File: config.mk
export PLATFORM = sky130hd
export DESIGN_NAME = branch_predict_unit
export DESIGN_NICKNAME = d
export VERILOG_FILES = /design/src/rtl/branch_pkg.sv /design/src/rtl/branch_cond_eval.sv /design/src/rtl/branch_predict_unit.sv
export SDC_FILE = /design/constraint.sdc
export NUM_CORES = 2
export LEC_CHECK = 0
export ABC_CLOCK_PERIOD_IN_PS = 122800
export BUFFER_PORTS_ARGS = -buffer_cell sky130_fd_sc_hd__buf_2
export CAP_MARGIN = 0
export CORE_MARGIN = 10
export CORE_UTILIZATION = 60
export DETAILED_ROUTE_END_ITERATION = 16
export PLACE_DENSITY = 0.79
export SLEW_MARGIN = 20
export SYNTH_ARGS = -nofsm -noshare
export SYNTH_HDL_FRONTEND = slang
export SYNTH_SLANG_ARGS = --single-unit
File: constraint.sdc
create_clock -name clk -period 122.8 [get_ports clk]
set_input_delay 30.7 -clock clk [delete_from_list [all_inputs] [get_ports clk]]
set_output_delay 30.7 -clock clk [all_outputs]
set_load 0.01 [all_outputs]
File: src/rtl/branch_pkg.sv
// Shared definitions for the branch predict/resolve unit.
//  - funct3 encodings of the RV32 conditional branches
//  - 2-bit saturating direction counter type and its update function
package branch_pkg;

  localparam logic [2:0] Beq  = 3'b000;
  localparam logic [2:0] Bne  = 3'b001;
  localparam logic [2:0] Blt  = 3'b100;
  localparam logic [2:0] Bge  = 3'b101;
  localparam logic [2:0] Bltu = 3'b110;
  localparam logic [2:0] Bgeu = 3'b111;

  typedef logic [1:0] ctr_t;

  // Saturating step toward taken (max 2'b11) or not-taken (min 2'b00).
  function automatic ctr_t ctr_update(input ctr_t ctr, input logic taken);
    ctr_t res;
    res = ctr;
    if (taken) begin
      if (ctr != 2'b11) res = ctr + 2'b01;
    end else begin
      if (ctr != 2'b00) res = ctr - 2'b01;
    end
    return res;
  endfunction

endpackage

File: src/rtl/branch_cond_eval.sv
// RV32 conditional branch comparator, purely combinational.
//  funct3_i  : branch type
//  a_i, b_i  : rs1 / rs2 operands
//  taken_o   : condition holds
//  illegal_o : funct3 is not a branch encoding (010/011); taken_o is 0 then
module branch_cond_eval
  import branch_pkg::*;
#(
  parameter int unsigned XLEN = 32
) (
  input  logic [2:0]      funct3_i,
  input  logic [XLEN-1:0] a_i,
  input  logic [XLEN-1:0] b_i,
  output logic            taken_o,
  output logic            illegal_o
);

  always_comb begin
    taken_o   = 1'b0;
    illegal_o = 1'b0;
    case (funct3_i)
      Beq:     taken_o = (a_i == b_i);
      Bne:     taken_o = (a_i != b_i);
      Blt:     taken_o = ($signed(a_i) < $signed(b_i));
      Bge:     taken_o = ($signed(a_i) >= $signed(b_i));
      Bltu:    taken_o = (a_i < b_i);
      Bgeu:    taken_o = (a_i >= b_i);
      default: illegal_o = 1'b1;
    endcase
  end

endmodule

File: src/rtl/branch_predict_unit.sv
// Branch unit: bimodal BHT + direct-mapped BTB prediction at IF, condition evaluation,
// mispredict detection, table training and perf counters at EX.
//  clk, rst            : clock, asynchronous active-high reset
//  if_valid_i, if_pc_i : IF lookup request
//  pred_taken_o        : predicted taken (needs BTB hit and counter msb)
//  pred_target_o       : predicted next PC (BTB target or if_pc+4)
//  ex_*_i              : resolving branch from EX, with its IF prediction piped down
//  ex_taken_o          : actual direction
//  ex_illegal_o        : funct3 is not a branch encoding
//  mispredict_o        : redirect required, redirect_pc_o is the correct next PC
//  stat_branches_o     : resolved branches (saturating)
//  stat_mispred_o      : mispredicts (saturating)
module branch_predict_unit
  import branch_pkg::*;
#(
  parameter int unsigned XLEN        = 32,
  parameter int unsigned BHT_ENTRIES = 64,
  parameter int unsigned BTB_ENTRIES = 16,
  parameter logic [1:0]  CTR_INIT    = 2'b01,
  parameter int unsigned STAT_W      = 32
) (
  input  logic              clk,
  input  logic              rst,
  input  logic              if_valid_i,
  input  logic [XLEN-1:0]   if_pc_i,
  output logic              pred_taken_o,
  output logic [XLEN-1:0]   pred_target_o,
  input  logic              ex_valid_i,
  input  logic              ex_is_branch_i,
  input  logic [XLEN-1:0]   ex_pc_i,
  input  logic [XLEN-1:0]   ex_a_i,
  input  logic [XLEN-1:0]   ex_b_i,
  input  logic [2:0]        ex_funct3_i,
  input  logic [XLEN-1:0]   ex_target_i,
  input  logic              ex_pred_taken_i,
  input  logic [XLEN-1:0]   ex_pred_target_i,
  output logic              ex_taken_o,
  output logic              ex_illegal_o,
  output logic              mispredict_o,
  output logic [XLEN-1:0]   redirect_pc_o,
  output logic [STAT_W-1:0] stat_branches_o,
  output logic [STAT_W-1:0] stat_mispred_o
);

  localparam int unsigned BhtIdxW = $clog2(BHT_ENTRIES);
  localparam int unsigned BtbIdxW = $clog2(BTB_ENTRIES);
  localparam int unsigned TagW    = XLEN - BtbIdxW - 2;

  // Tables are plain flops so reset clears them exactly.
  ctr_t              bht_q        [BHT_ENTRIES];
  logic              btb_valid_q  [BTB_ENTRIES];
  logic [TagW-1:0]   btb_tag_q    [BTB_ENTRIES];
  logic [XLEN-1:0]   btb_target_q [BTB_ENTRIES];
  logic [STAT_W-1:0] stat_branches_q, stat_branches_d;
  logic [STAT_W-1:0] stat_mispred_q, stat_mispred_d;

  // IF lookup
  logic [BhtIdxW-1:0] if_bht_idx;
  logic [BtbIdxW-1:0] if_btb_idx;
  logic [TagW-1:0]    if_tag;
  logic               if_hit;

  assign if_bht_idx = if_pc_i[BhtIdxW+1:2];
  assign if_btb_idx = if_pc_i[BtbIdxW+1:2];
  assign if_tag     = if_pc_i[XLEN-1:BtbIdxW+2];
  assign if_hit     = btb_valid_q[if_btb_idx] && (btb_tag_q[if_btb_idx] == if_tag);

  // Reads the registered tables only, so a same-cycle update is not bypassed.
  assign pred_taken_o  = if_valid_i && if_hit && bht_q[if_bht_idx][1];
  assign pred_target_o = pred_taken_o ? btb_target_q[if_btb_idx] : if_pc_i + XLEN'(4);

  // EX resolution
  logic               cond_taken;
  logic               res;
  logic [BhtIdxW-1:0] ex_bht_idx;
  logic [BtbIdxW-1:0] ex_btb_idx;
  logic [TagW-1:0]    ex_tag;
  logic [XLEN-1:0]    ex_pc_plus4;

  branch_cond_eval #(
    .XLEN(XLEN)
  ) u_cond (
    .funct3_i (ex_funct3_i),
    .a_i      (ex_a_i),
    .b_i      (ex_b_i),
    .taken_o  (cond_taken),
    .illegal_o(ex_illegal_o)
  );

  assign ex_taken_o  = cond_taken;
  assign res         = ex_valid_i && ex_is_branch_i && !ex_illegal_o;
  assign ex_bht_idx  = ex_pc_i[BhtIdxW+1:2];
  assign ex_btb_idx  = ex_pc_i[BtbIdxW+1:2];
  assign ex_tag      = ex_pc_i[XLEN-1:BtbIdxW+2];
  assign ex_pc_plus4 = ex_pc_i + XLEN'(4);

  always_comb begin
    mispredict_o  = 1'b0;
    redirect_pc_o = ex_pc_plus4;
    if (res) begin
      if (cond_taken && (!ex_pred_taken_i || (ex_pred_target_i != ex_target_i))) begin
        mispredict_o  = 1'b1;
        redirect_pc_o = ex_target_i;
      end else if (!cond_taken && ex_pred_taken_i) begin
        mispredict_o = 1'b1;
      end
    end
  end

  // Saturating perf counters
  always_comb begin
    stat_branches_d = stat_branches_q;
    stat_mispred_d  = stat_mispred_q;
    if (res && (stat_branches_q != '1)) stat_branches_d = stat_branches_q + STAT_W'(1);
    if (res && mispredict_o && (stat_mispred_q != '1)) begin
      stat_mispred_d = stat_mispred_q + STAT_W'(1);
    end
  end

  always_ff @(posedge clk or posedge rst) begin
    if (rst) begin
      for (int i = 0; i < BHT_ENTRIES; i++) bht_q[i] <= CTR_INIT;
      for (int i = 0; i < BTB_ENTRIES; i++) begin
        btb_valid_q[i]  <= 1'b0;
        btb_tag_q[i]    <= '0;
        btb_target_q[i] <= '0;
      end
      stat_branches_q <= '0;
      stat_mispred_q  <= '0;
    end else begin
      stat_branches_q <= stat_branches_d;
      stat_mispred_q  <= stat_mispred_d;
      if (res) begin
        bht_q[ex_bht_idx] <= ctr_update(bht_q[ex_bht_idx], cond_taken);
        // Not-taken leaves the BTB alone; the counter alone suppresses the prediction.
        if (cond_taken) begin
          btb_valid_q[ex_btb_idx]  <= 1'b1;
          btb_tag_q[ex_btb_idx]    <= ex_tag;
          btb_target_q[ex_btb_idx] <= ex_target_i;
        end
      end
    end
  end

  assign stat_branches_o = stat_branches_q;
  assign stat_mispred_o  = stat_mispred_q;

endmodule

# Yosys cells after proc, flatten, opt, wreduce, memory -nomap -nowiden
# Index checks and enable logic that the tools add are counted.
[classes] magnitude_cmp=10 multipliers=0 div_mod_pow=0 n_mux=38 bitwise_logic=5 eq_ne=12 shifts=0 n_reduce_logical=19 addsub=6
[op_table] op="512-bit bitwise mux" count=1
[op_table] op="416-bit bitwise mux" count=1
[op_table] op="32-bit 2-to-1 mux" count=6
[op_table] op="32-bit binary-select mux with 4-bit select" count=1
[op_table] op="128-bit bitwise mux" count=1
[op_table] op="32-bit demux with 4-bit select" count=1
[op_table] op="26-bit binary-select mux with 4-bit select" count=1
[op_table] op="26-bit demux with 4-bit select" count=1
[op_table] op="26-bit 2-to-1 mux" count=3
[op_table] op="32-bit by 1-bit adder with 32-bit output, second input constant" count=2
[op_table] op="32-bit by 3-bit adder with 32-bit output, second input constant" count=2
[op_table] op="32-bit >= comparator" count=2
[op_table] op="32-bit < comparator" count=2
[op_table] op="32-bit inequality test" count=2
[op_table] op="32-bit inequality test, second input constant" count=2
[op_table] op="32-bit == test" count=1
[op_table] op="26-bit == test" count=1
[op_table] op="2-bit binary-select mux with 6-bit select" count=2
[op_table] op="2-bit 2-to-1 mux" count=9
[op_table] op="16-bit OR" count=1
[op_table] op="7-bit >= comparator, second input constant" count=2
[op_table] op="6-bit NOT with 7-bit output" count=2
[op_table] op="2-bit demux with 6-bit select" count=1
[op_table] op="3-bit == test, second input constant" count=4
[op_table] op="other kinds (19)" count=39
[word_totals] reg_bits=1136 ram_bits=0 romBits=0 memories=0 latchBits=0

# Logic depth before layout (Yosys ltp)
[depth] word_depth=9 depth_mapped=15

# Cells and area by module
# Synthesis repeated with hierarchy kept, for this count alone.
[unflattened] hier_cells=3936 hier_area_um2=55448.2
[modules_own_cells] module="branch_predict_unit" seq_area_each_um2=28507.3 cells_each=3807 n_inst=1 area_each_um2=54518.5
[modules_own_cells] module="branch_cond_eval" seq_area_each_um2=0.0 cells_each=129 n_inst=1 area_each_um2=929.6

# Worst setup path after synthesis
# Ideal clock, no wire load.
[synth_timing] path_type="input port to output port" start="input if_pc_i[3]" end="output pred_target_o[22]" cell_stages=11 n_path_buf=4 t_required_ns=92.100 setup_slack_ns=58.684 arrival_time_ns=33.416 path_cell_list="clkbuf_1 clkbuf_1 mux4_2 mux4_2 xnor2_1 nand4_1 nor4_2 nand4_2 buf_2 buf_6 a21oi_1"
[synth_via] elab_chain_len=9
[synth_lines] element="from (decl)" line_no="branch_predict_unit.sv:25" text="input logic [XLEN-1:0] if_pc_i,"
[synth_lines] element="4-bit NOT with 5-bit output (implied by the code)" line_no="branch_predict_unit.sv:66, branch_predict_unit.sv:70"
[synth_lines] element="26-bit binary-select mux with 4-bit select" line_no="branch_predict_unit.sv:66" text="assign if_hit = btb_valid_q[if_btb_idx] && (btb_tag_q[if_btb_idx] == if_tag);"
[synth_lines] element="26-bit 2-to-1 mux (implied by the code) (2 in a row)" line_no="branch_predict_unit.sv:66"
[synth_lines] element="26-bit == test" line_no="branch_predict_unit.sv:66"
[synth_lines] element="1-bit logical AND" line_no="branch_predict_unit.sv:66"
[synth_lines] element="1-bit logical AND (2 in a row)" line_no="branch_predict_unit.sv:69" text="assign pred_taken_o = if_valid_i && if_hit && bht_q[if_bht_idx][1];"
[synth_lines] element="32-bit 2-to-1 mux (*)" line_no="branch_predict_unit.sv:70" text="assign pred_target_o = pred_taken_o ? btb_target_q[if_btb_idx] : if_pc_i + XLEN'(4);"
[synth_lines] element="to (decl)" line_no="branch_predict_unit.sv:27" text="output logic [XLEN-1:0] pred_target_o,"
# Mark *: on every way between the ends. The rest lies on a longest branch, timed or not. The select of a mux whose other input is x is not followed.

# Final worst setup path
[layout_timing] start="input if_pc_i[2]" end="output pred_target_o[3]"
# The elaborated chain is that of the path after synthesis.

==> impl_metrics.py <==
metrics = {
    "critical_path": {
        "worstPathArrival_ps": 35780,
        "crit-reg2reg-launch": "bht_q[116]$_DFFE_PP1P_",
        "path_class": "in2out",
        "cp_data_required_time_ps": 92100,
        "cp-end-kind": "output port",
        "reg2reg_slack_ps": 119770,
        "critPathLaunchType": "primary input",
        "crit-reg2reg-capture": "bht_q[41]$_DFFE_PP0P_",
        "crit_fanout": 78,
        "reg2regPathDepth": 8,
    },
    "sta": {
        "fmax_ghz": 0.01504,
        "skew_ps": 25.59,
        "period_needed_ps": 66480,
        "rsz0062_at_grt": "false",
        "hold_violations": 0,
        "tightestPinTransition_ps": 1239,
        "report.final.slew_viol_count": 0,
        "finalCritPeriodShare": 0.5414,
        "setup_viol": 0,
        "setup_tns_ps": 0,
        "relSlewSlack": 0.1740,
        "holdWs_ps": 466.2,
    },
    "yosys": {
        "synthXorXnorAreaFrac": 0.02777,
        "seq_area_frac_synth": 0.5225,
        "synth_nets": 4098,
        "syn-instance-count": 3858,
        "synth_compound_gate_area_share": 0.02837,
        "ys_ff_latch": 1136,
        "synth_mux_area_frac": 0.3333,
        "synth_flop_cell": "dfrtp_1",
        "synth_adder_area_share": 0.009311,
        "synth_edf_count": 0,
        "postSynth.asyncResetShare": 1.000,
        "netlist_area_sq_mm": 0.05456,
        "yosysWarnings": 0,
        "synth_cell_types": 55,
        "syn_area_per_cell_sq_um": 14.14,
        "synthSimpleGateAreaFrac": 0.04887,
        "synth_top_family_by_area": "multiplexers",
    },
    "pwr": {
        "p_sw_w": 0.0002320,
        "p_seq_frac": 0.473,
        "ir_drop_v": 0.00001178,
        "clockPowerShare": 0.397,
        "leakage_nw": 28.84,
        "p_int_w": 0.0006981,
        "power_density_mw_per_mm2": 15.27,
        "switching_share": 0.2494,
        "combPwrFrac": 0.130,
    },
    "global_routing": {
        "grt_start_max_net_pins": 177,
        "grtUsageTotal": 0.2883,
        "antenna_found_initial": 16,
        "grt_pass1_vias": 36350,
        "grt_pass1_wl_um": 226900,
        "gr-total-overflow": 0,
    },
    "clock_tree": {
        "cts_setup_buffers": 0,
        "cts_hold_buf": 0,
        "clkSlewWorstSetupHoldPaths_ps": 60,
        "cts_buffer_depth": 3,
        "htree_levels": 3,
        "clkLatencyLatePin_ps": 700,
        "cts_buffers": 115,
        "tritoncts": "yes",
        "cts_resized": 0,
        "clk_root_buffer_cell": "clkbuf_16",
        "clock-sinks": 1136,
    },
    "outcome": {
        "status": "finished, final reports clean",
    },
    "hold_path": {
        "min_path_cells": 1,
        "worstHoldStart": "btb_valid_q[14]$_DFFE_PP0P_",
        "hold_path_end": "btb_valid_q[14]$_DFFE_PP0P_",
        "min_path_type": "reg2reg",
    },
    "detailed_routing": {
        "first_pass_iters": 7,
        "drc": 0,
        "wl_um": 148500,
        "num_vias": 34510,
        "antenna_left": 0,
        "drt_iter0_drc": 3364,
        "drt-vias-per-instance": 6.524,
        "wire_per_inst_um": 28.08,
    },
    "cells_and_area": {
        "final_util": 0.6755,
        "register_area_sq_mm": 0.02851,
        "area_delta_synth_final_pct": 11.62,
        "drive_gt1_frac": 0.4630,
        "fill_cells": 6230,
        "multi_input_area_sq_mm": 0.02462,
        "nNetsFinal": 4253,
    },
    "die": {
        "die_w_um": 321.5,
        "dieHeight_um": 321.5,
        "die_area_sq_mm": 0.1034,
        "core_area_sq_mm": 0.09015,
        "ios": 333,
        "initial_core_util": 0.6052,
        "placementRows": 110,
    },
    "placed_design": {
        "gp_congestion": 0.8771,
        "dpl.hpwl_um": 91300,
        "io_buffer_count": 332,
    },
    "job": {
        "maxCapViolCount": 0,
    },
}
## cell usage after synthesis (all sizes together) (26+ instances only)
cell type | count | area, sq um
xnor2 | 96 | 840.8
o21ai | 26 | 130.1
dfrtp | 1072 | 26830
nand4 | 54 | 344.1
dfstp | 64 | 1682
nor2 | 235 | 882.1
clkbuf | 179 | 671.9
nand2 | 93 | 349.1
mux2 | 984 | 11080
xor2 | 77 | 674.4
inv | 47 | 176.4
ha | 39 | 488.0
a22oi | 59 | 442.9
nand3 | 64 | 320.3
mux4 | 315 | 7094
a21oi | 138 | 690.7
buf | 162 | 779.5
## per-stage QoR
step	instances	area [sq um]	setup WS [ps]	power [W]
floorplan	3858	54560	58680	0.0005283
global placement	5072	56860	56040	0.0005602
detailed placement	5072	56860	55940	0.0005665
CTS	5286	60880	55960	0.0009344
global route	5289	60890	55940	0.0009646
finish	5290	60900	56320	0.0009302
## cell type report
type	count	share of cell area
tap	1176	0.02416
multi-input combinational	2334	0.4043
sequential	1136	0.4681
clock inverter	42	0.01021
antenna	4	0.0001644
timing repair buffer	379	0.03429
inverter	47	0.003020
clock buffer	172	0.05570
## state kept, by name, indices dropped and copies added (netlist names)
name             count
btb_target_q       512
btb_valid_q         16
bht_q              128
stat_mispred_o      32
btb_tag_q          416
stat_branches_o     32
## kinds of logic (layout without fill, tap and decap cells)
logic type	Yosys count	count (layout)
multiplexers	1300	1300
AO/OA/AOI/OAI	256	256
buffers and inverters	388	640
AND/OR/NAND/NOR	564	564
flip-flops	1136	1136
XOR/XNOR	173	173
other	0	4
adder cells (fa/ha/maj)	41	41
## placed cells by master (no fill, tap or decap), types with 15 or more instances in the layout
cell	n
mux2_2	930
nor2_1	235
a22oi_1	59
dfstp_2	64
nor4_1	15
o21ai_0	25
and3_1	21
nand2_1	93
clkbuf_8	30
clkbuf_1	27
buf_4	43
inv_1	45
nand3_1	51
mux2_1	54
nor3_1	18
xnor2_1	96
dfrtp_1	1072
ha_1	39
clkbuf_16	115
nand2b_1	21
clkinv_2	16
nand4_1	53
buf_2	328
xor2_1	77
a21oi_1	138
mux4_2	315
## worst max-delay path: stages
cell	delay (ps)
buf_8	650
buf_4	870
buf_6	740
mux4_2	610
mux4_2	480
xnor2_1	180
nand4_1	130
nor4_2	270
nand4_4	120
buf_4	360
mux2_2	360
buf_2	140
## power by group through the flow
stage | Combinational [W] | Sequential (W) | Clock [W]
after floorplan | 0.0000876 | 0.000441 | 0
after global placement | 0.000117 | 0.000443 | 0
final | 0.000121 | 0.000440 | 0.000369
after CTS | 0.000122 | 0.000440 | 0.000373
after detailed placement | 0.000121 | 0.000446 | 0
after global routing | 0.000130 | 0.000445 | 0.000389
## worst max path at each step
stage                     startpoint           endpoint  slack (ps)  cells after the start
after global placement    if_pc_i[2]   pred_target_o[0]       56040                     12
after CTS                 if_pc_i[2]   pred_target_o[3]       55960                     12
after floorplan           if_pc_i[3]  pred_target_o[22]       58680                     11
after detailed placement  if_pc_i[2]   pred_target_o[3]       55940                     12
final                     if_pc_i[2]   pred_target_o[3]       56320                     12
after global routing      if_pc_i[2]   pred_target_o[0]       55940                     12
## per-layer routing
metal / share of wire / track usage / wire length, um
met1: 0.40 / 0.3898 / 59260
met2: 0.48 / 0.4618 / 71360
met3: 0.090 / 0.06907 / 13420
met4: 0.029 / 0.08654 / 4363
met5: 0.00086 / 0 / 127
No activity file was read; power rests on OpenSTA's default activity.
